<file path="src/rtl/led_mode_controller.sv">
// Front-panel sequencer: slow tick prescaler, two debounced buttons, and a
// four-mode LED pattern FSM stepped by pressing both buttons together.
module led_mode_controller #(
    parameter int CLK_DIV_BITS  = 12,
    parameter int HALF_PERIOD   = 12207,
    parameter int LOCKOUT_TICKS = 16383
) (
    input  logic       CLK,
    input  logic       RST_N,
    input  logic       BUT1,
    input  logic       BUT2,
    output logic       LED1,
    output logic       LED2,
    output logic [1:0] MODE
);

    localparam int LOCK_W = (LOCKOUT_TICKS > 0) ? $clog2(LOCKOUT_TICKS + 1) : 1;
    localparam int PH_W   = (HALF_PERIOD > 1) ? $clog2(2 * HALF_PERIOD) : 1;

    typedef enum logic [1:0] {
        ECHO = 2'd0,
        ALT  = 2'd1,
        SYNC = 2'd2,
        OFF  = 2'd3
    } mode_e;

    logic [CLK_DIV_BITS-1:0] prescCnt_q;
    logic [1:0]              sync1_q, sync2_q;
    logic [2:0]              shift1_q, shift1_d, shift2_q, shift2_d;
    logic                    deb1_q, deb1_d, deb2_q, deb2_d;
    logic [LOCK_W-1:0]       lockCnt_q, lockCnt_d;
    logic [PH_W-1:0]         phaseCnt_q, phaseCnt_d;
    mode_e                   mode_q, mode_d;
    logic                    led1_q, led1_d, led2_q, led2_d;
    logic                    tick, step, phase;

    assign tick = &prescCnt_q;

    always_ff @(posedge CLK or negedge RST_N) begin
        if (!RST_N) begin
            prescCnt_q <= '0;
            sync1_q    <= 2'b11;
            sync2_q    <= 2'b11;
            shift1_q   <= 3'b111;
            shift2_q   <= 3'b111;
            deb1_q     <= 1'b1;
            deb2_q     <= 1'b1;
            lockCnt_q  <= LOCK_W'(LOCKOUT_TICKS);
            phaseCnt_q <= '0;
            mode_q     <= ALT;
            led1_q     <= 1'b0;
            led2_q     <= 1'b0;
        end else begin
            prescCnt_q <= prescCnt_q + CLK_DIV_BITS'(1);
            sync1_q    <= {sync1_q[0], BUT1};
            sync2_q    <= {sync2_q[0], BUT2};
            shift1_q   <= shift1_d;
            shift2_q   <= shift2_d;
            deb1_q     <= deb1_d;
            deb2_q     <= deb2_d;
            lockCnt_q  <= lockCnt_d;
            phaseCnt_q <= phaseCnt_d;
            mode_q     <= mode_d;
            led1_q     <= led1_d;
            led2_q     <= led2_d;
        end
    end

    // The chord is judged on the debounced levels held before this tick;
    // the LEDs use the mode, phase and debounced levels after it.
    always_comb begin
        shift1_d   = shift1_q;
        shift2_d   = shift2_q;
        deb1_d     = deb1_q;
        deb2_d     = deb2_q;
        lockCnt_d  = lockCnt_q;
        phaseCnt_d = phaseCnt_q;
        mode_d     = mode_q;
        led1_d     = led1_q;
        led2_d     = led2_q;
        step       = 1'b0;
        phase      = 1'b0;

        if (tick) begin
            shift1_d = {shift1_q[1:0], sync1_q[1]};
            shift2_d = {shift2_q[1:0], sync2_q[1]};
            if (shift1_d == 3'b000)      deb1_d = 1'b0;
            else if (shift1_d == 3'b111) deb1_d = 1'b1;
            if (shift2_d == 3'b000)      deb2_d = 1'b0;
            else if (shift2_d == 3'b111) deb2_d = 1'b1;

            step = !deb1_q && !deb2_q && (lockCnt_q == '0);

            if (step) begin
                lockCnt_d  = LOCK_W'(LOCKOUT_TICKS);
                phaseCnt_d = '0;
                case (mode_q)
                    ECHO:    mode_d = ALT;
                    ALT:     mode_d = SYNC;
                    SYNC:    mode_d = OFF;
                    default: mode_d = ECHO;
                endcase
            end else begin
                if (lockCnt_q != '0) lockCnt_d = lockCnt_q - LOCK_W'(1);
                if (phaseCnt_q == PH_W'(2 * HALF_PERIOD - 1)) phaseCnt_d = '0;
                else phaseCnt_d = phaseCnt_q + PH_W'(1);
            end

            phase = (phaseCnt_d >= PH_W'(HALF_PERIOD));

            case (mode_d)
                ECHO: begin
                    led1_d = ~deb1_d;
                    led2_d = ~deb2_d;
                end
                ALT: begin
                    led1_d = ~phase;
                    led2_d = phase;
                end
                SYNC: begin
                    led1_d = ~phase;
                    led2_d = ~phase;
                end
                default: begin
                    led1_d = 1'b0;
                    led2_d = 1'b0;
                end
            endcase
        end
    end

    assign LED1 = led1_q;
    assign LED2 = led2_q;
    assign MODE = mode_q;

endmodule

</file>
<file path="config.mk">
export PLATFORM = sky130hd
export DESIGN_NAME = led_mode_controller
export DESIGN_NICKNAME = d
export VERILOG_FILES = /design/src/rtl/led_mode_controller.sv
export SDC_FILE = /design/constraint.sdc
export NUM_CORES = 1
export LEC_CHECK = 0
export ABC_AREA = 1
export BUFFER_PORTS_ARGS = -buffer_cell sky130_fd_sc_hd__buf_2
export CAP_MARGIN = 20
export CORE_ASPECT_RATIO = 1.1
export CORE_MARGIN = 5
export CORE_UTILIZATION = 60
export CTS_CLUSTER_SIZE = 28
export DETAILED_ROUTE_END_ITERATION = 6
export PLACE_DENSITY = 0.84
export SYNTH_ARGS = -nofsm -noshare
export SYNTH_HDL_FRONTEND = slang
export SYNTH_SLANG_ARGS = --single-unit
</file>
<file path="constraint.sdc">
create_clock -name CLK -period 2.4 [get_ports CLK]
set_input_delay 0.24 -clock CLK [delete_from_list [all_inputs] [get_ports CLK]]
set_output_delay 0.24 -clock CLK [all_outputs]
set_load 0.1 [all_outputs]
</file>
### Word level (Yosys, flattened, before mapping)

Index checks and enable logic that the tools add are counted.

* $add $sub $neg: 3
* $mul: 0
* divide/modulo/power cells: 0
* $lt $le $gt $ge: 1
* eq/ne operators: 7
* shifts and indexed selects: 0
* muxes and demuxes: 16
* bitwise gates (word level): 3
* reduce and logical (&&, ||, !) cells: 14

Operators with widths (number)
* $mux W15: 3
* $mux W14: 2
* $add A15 B1 Y15 const B: 1
* $eq A15 B15 Y1 const B: 1
* $ge A15 B14 Y1 const B: 1
* $logic_not A14 Y1: 1
* $reduce_bool A14 Y1: 1
* $sub A14 B1 Y14 const B: 1
* $reduce_and A13 Y1: 1
* $add A12 B1 Y12 const B: 1
* $reduce_and A12 Y1: 1
* $eq A3 B3 Y1 const B: 2
* $logic_not A3 Y1: 2
* $mux W1: 6
* $pmux W2 S3: 1
* $eq A2 B1 Y1 const B: 2
* $eq A2 B2 Y1 const B: 2
* $logic_not A2 Y1: 2
* $mux W2: 2
* $not A1 Y1: 3
* $pmux W1 S3: 1
* $logic_and A1 B1 Y1: 2
* $logic_not A1 Y1: 2
* $pmux W1 S2: 1
* other kinds (2): 2

* flip-flop bits (word level): 55
* latch bits: 0
* bits in writable memories: 0
* bits in read-only memories: 0
* bits of input ports: 4
* output and inout port bits: 4
* memories: 0

### Depth between registers and ports, before layout

* depth in word-level cells: 8
* depth in mapped cells: 16
* mapped depth without buffers: 16

### Worst setup path before layout

OpenSTA, ideal clock, no wires.

* path type: register to register
* from: register mode_q[1], in the netlist MODE[1]
* to: register led2_q, in the netlist LED2
* arrival: 2171 ps
* data required time: 2280 ps
* path slack: 110 ps
* cell stages (with the launch flop): 10
* clock period less this slack: 2290 ps
* cell sequence: dfrtp_1 inv_1 ha_1 o31ai_1 inv_1 ha_1 nand2_1 nand3_1 nand2_1 nand2_1

* cells in the longest elaborated chain, start to end: 6
* elaborated cells between the ends (all ways): 10
* classes of those cells: eq/ne (4); mux (4); reduce/logical (2)

Ends and longest elaborated chain
* from (decl): line 33 `mode_e mode_q, mode_d;`
* from (signal assigned): line 63 `mode_q <= mode_d;`
* $eq A2 B2 Y1 (tied with other cells): line 97 `case (mode_q)`
* $pmux W2 S3: line 97
* $mux W2 *: line 94 `if (step) begin`
* $mux W2 *: line 84 `if (tick) begin`
* $eq A2 B2 Y1 (tied with other cells): line 111 `case (mode_d)`
* $pmux W1 S3 *: line 111
* to (signal assigned): line 65 `led2_q <= led2_d;`
* to (decl): line 34 `logic led1_q, led1_d, led2_q, led2_d;`

Mark *: on every way between the ends. The rest lies on a longest branch, timed or not. The select of a mux whose other input is x is not followed.
A chain may end at the register's enable or synchronous reset.

### Worst setup path after layout

* from: register lockCnt_q[0]
* to: register led1_q, in the netlist LED1

* cells in the longest elaborated chain, start to end: 7
* elaborated cells between the ends (all ways): 13
* classes of those cells: order compare (1); eq/ne (2); mux (5); bitwise (1); reduce/logical (4)

Ends and longest elaborated chain
* from (decl): line 31 `logic [LOCK_W-1:0] lockCnt_q, lockCnt_d;`
* from (signal assigned): line 48 `lockCnt_q <= LOCK_W'(LOCKOUT_TICKS);`
* from (signal assigned): line 61 `lockCnt_q <= lockCnt_d;`
* $logic_not A14 Y1 *: line 92 `step = !deb1_q && !deb2_q && (lockCnt_q == '0);`
* $logic_and A1 B1 Y1 *: line 92
* $mux W15 or $mux W2 (tied branches): line 94
* $mux W15 or $mux W2 (tied branches): line 84
* $ge A15 B14 Y1 (tied with other cells): line 109 `phase = (phaseCnt_d >= PH_W'(HALF_PERIOD));`
* $not A1 Y1 or $reduce_or A2 Y1 (tied branches)
* $pmux W1 S2 *: line 111
* to (signal assigned): line 64 `led1_q <= led1_d;`
* to (decl): line 34

Marks and branches as above.

==> flow_summary.json <==
{
  "endpoint_kind": "flop",
  "peakVddDrop_mv": 0.335,
  "route.antenna.remaining_nets": 0,
  "worst-path-buf-inv": 3,
  "slowest_delay_ns": 0.39,
  "period_needed_ns": 2.10,
  "cp_top_family": "simple AND/OR/NAND/NOR gates",
  "skew_ns": 0.0130,
  "rrSetupSlack_ns": 0.30,
  "power_mw": 1.48,
  "drt_iter0_drc": 209,
  "final-max-slew-violation-count": 0,
  "cts_buffer_depth": 2,
  "nNetsFinal": 443,
  "grt_usage_pct": 20.9,
  "rsz0062_at_grt": "false",
  "syn_inst": 412,
  "final_hold_viol_count": 0,
  "final_common_cell": "nand2_1",
  "cts_tree": "yes",
  "grt_max_degree": 32,
  "reg2reg_to": "LED1$_DFFE_PN0P_",
  "multiInputGateArea_um2": 1620,
  "syn_nets": 427,
  "initial_core_util_pct": 60.8,
  "dpl_worst_slack_ns": 0.296,
  "slew_headroom_pct": 62.4,
  "worstPathRequired_ns": 2.62,
  "switchingPower_uw": 333,
  "dieHeight_um": 87.0,
  "htreeDepth": 2,
  "hold_start": "BUT2",
  "die_width_um": 80.0,
  "drive_above_1_share_pct": 17.0,
  "final.setup.worst_slack_ns": 0.296,
  "critPathMostFrequentCell": "nand2_1",
  "min_delay_path_depth": 1,
  "r2r_cells": 14,
  "tightestPinTransition_ns": 0.559,
  "dr.pass1.iters": 5,
  "portBuffers": 7,
  "n_fill_cell": 466,
  "final_cells": 504,
  "die-area_um2": 6970,
  "max_freq_mhz": 475,
  "crit_slowest_cell": "dfstp_2",
  "critPathMaxFanout": 6,
  "startpoint_type": "flop",
  "synth-seq-cells": 55,
  "viasPerCell": 5.39,
  "p_comb_share_pct": 1.6,
  "place_congestion": 1.09,
  "crit_path_cell_trace": "inv_1 > ha_1 > nand2_1 > nor2_1 > nand3_1 > inv_1 > nand2_1 > nand2_1 > inv_1 > ha_1 > nand3_1 > nand2_1 > nand2_1 > nand2_1",
  "grt_pass1_wl_mm": 11.6,
  "clk_latency_ns": 0.31,
  "final_cell_mix": "nand2_1, inv_1, nor2_1",
  "regArea_um2": 1410,
  "antenna_found_initial": 0,
  "dp_hpwl_mm": 4.97,
  "core_area_um2": 5330,
  "tns_ns": 0,
  "sw_frac_of_total_pct": 22.5,
  "synth_cell_types": 33,
  "leakagePower_nw": 1.65,
  "pwr-share-seq_pct": 63.1,
  "drv_cap": 0,
  "min_to": "sync2_q[0]$_DFF_PN1_",
  "cts_buffers": 5,
  "drt-total-wl_mm": 6.53,
  "place_area_um2": 3400,
  "antenna-diode-count": 0,
  "setup_violations": 0,
  "grt_pass1_vias": 2610,
  "drcViolationCount": 0,
  "wl_per_cell_um": 12.9,
  "syn_to_final_growth_pct": 8.19,
  "netlist_area_um2": 3240,
  "clockRootBuffer": "clkbuf_8",
  "r2r_start": "lockCnt_q[0]$_DFFE_PN1P_",
  "grt_overflow_total": 0,
  "vias": 2716,
  "p_clk_share_pct": 35.2,
  "period_share_pct": 87.7,
  "dp.cells": 495,
  "fp-row-count": 28,
  "internal_power_mw": 1.15,
  "worstSetupPathType": "flop to flop",
  "clock-sinks": 55,
  "synth_area_per_cell_um2": 7.86,
  "power_density_nw_per_um2": 424,
  "yosys_warnings": 0,
  "outcome": "complete, no violations",
  "arrival_ns": 2.32,
  "hold_path.class": "primary input to flop",
  "clk_transition_reported_paths_ns": 0.10,
  "synth_seq_area_share_pct": 43.5,
  "fin_area_um2": 3500,
  "ioPinCount": 8
}
[final cells by class]
class | count | share of cell area, %
Clock inverter | 3 | 0.643
Inverter | 51 | 5.47
Multi-Input combinational cell | 302 | 46.3
Sequential cell | 55 | 40.2
Timing Repair Buffer | 13 | 2.72
Tap cell | 75 | 2.68
Clock buffer | 5 | 1.96
[power groups by stage]
stage                     registers, mW  logic, mW  clock network [mW]
final                             0.936     0.0243               0.523
after global routing              0.937     0.0290               0.574
after CTS                         0.936     0.0261               0.532
after detailed placement          0.952     0.0248                   0
after global placement            0.952     0.0244                   0
after floorplan                   0.952  0.0000431                   0
[cells by family after synthesis]
logic type / synth area share (%)
buf+inv: 6.38
flops: 43.5
xor+xnor: 4.87
compound gates: 7.81
fa+ha+maj: 4.25
simple gates: 33.2
[registers in the layout, summed over array words and instances, names as in the netlist]
signal	cells
shift2_q	2
LED2	1
sync2_q	2
MODE	2
lockCnt_q	14
LED1	1
sync1_q	2
prescCnt_q	12
deb2_q	1
shift1_q	2
deb1_q	1
phaseCnt_q	15
[worst max-delay path by stage]
stage / start / end / slack (ns) / depth (start not counted)
2_1_floorplan: MODE[1]$_DFFE_PN0P_ / LED2$_DFFE_PN0P_ / 0.11 / 9
3_3_place_gp: lockCnt_q[0]$_DFFE_PN1P_ / LED1$_DFFE_PN0P_ / 0.37 / 14
3_5_place_dp: lockCnt_q[0]$_DFFE_PN1P_ / LED1$_DFFE_PN0P_ / 0.30 / 14
4_1_cts: lockCnt_q[0]$_DFFE_PN1P_ / LED1$_DFFE_PN0P_ / 0.30 / 14
5_1_grt: lockCnt_q[0]$_DFFE_PN1P_ / LED1$_DFFE_PN0P_ / 0.02 / 14
6_report: lockCnt_q[0]$_DFFE_PN1P_ / LED1$_DFFE_PN0P_ / 0.30 / 14
[cell usage after synthesis, drive strengths merged]
| library cell | number | area, um^2 |
|---|---|---|
| o41ai | 1 | 8.76 |
| dfrtp | 30 | 751 |
| clkbuf | 4 | 15.0 |
| o21ai | 29 | 149 |
| nor4 | 3 | 18.8 |
| xnor2 | 4 | 35.0 |
| ha | 11 | 138 |
| xor2 | 14 | 123 |
| a31o | 2 | 17.5 |
| dfstp | 25 | 657 |
| nor3 | 6 | 35.0 |
| o22ai | 4 | 25.0 |
| a21oi | 3 | 15.0 |
| o211ai | 2 | 15.0 |
| nand2 | 113 | 447 |
| nand3b | 3 | 22.5 |
| o31ai | 3 | 22.5 |
| nand4 | 12 | 81.3 |
| or2 | 1 | 6.26 |
| inv | 51 | 191 |
| nor2 | 55 | 261 |
| nand3 | 36 | 203 |
[layer usage]
| layer | global-route usage [%] | share of wire [%] | vias up |
|---|---|---|---|
| li1 | - | - | 1362 |
| met1 | 27.6 | 44 | 1270 |
| met3 | 2.90 | 4.4 | 10 |
| met5 | 0 | 0 | - |
| met4 | 7.07 | 1.5 | 0 |
| met2 | 35.2 | 50 | 74 |
[metrics by stage]
step           hold slack, ns  util (%)
2_1_floorplan         -0.0556         -
3_3_place_gp            0.268      63.9
3_5_place_dp            0.271      63.9
4_1_cts               0.00528      65.8
5_1_grt               0.00138      65.8
6_report               0.0113      65.8
[worst reg2reg max path, stage by stage, from the launching register on]
cell and delay, ns:
dfstp_2 0.39, inv_1 0.09, ha_1 0.20, nand2_1 0.06
nor2_1 0.14, nand3_1 0.21, inv_1 0.17, nand2_1 0.07
nand2_1 0.12, inv_1 0.08, ha_1 0.27, nand3_1 0.08
nand2_1 0.05, nand2_1 0.05, nand2_1 0.04
[repair_timing]
action | CTS | global route
hold buffers | 1 | 0
setup buffers | 0 | 0
hold endpoints to repair | 12 | 0
gates resized for setup | 0 | 0
No activity file was read; power rests on OpenSTA's default activity.
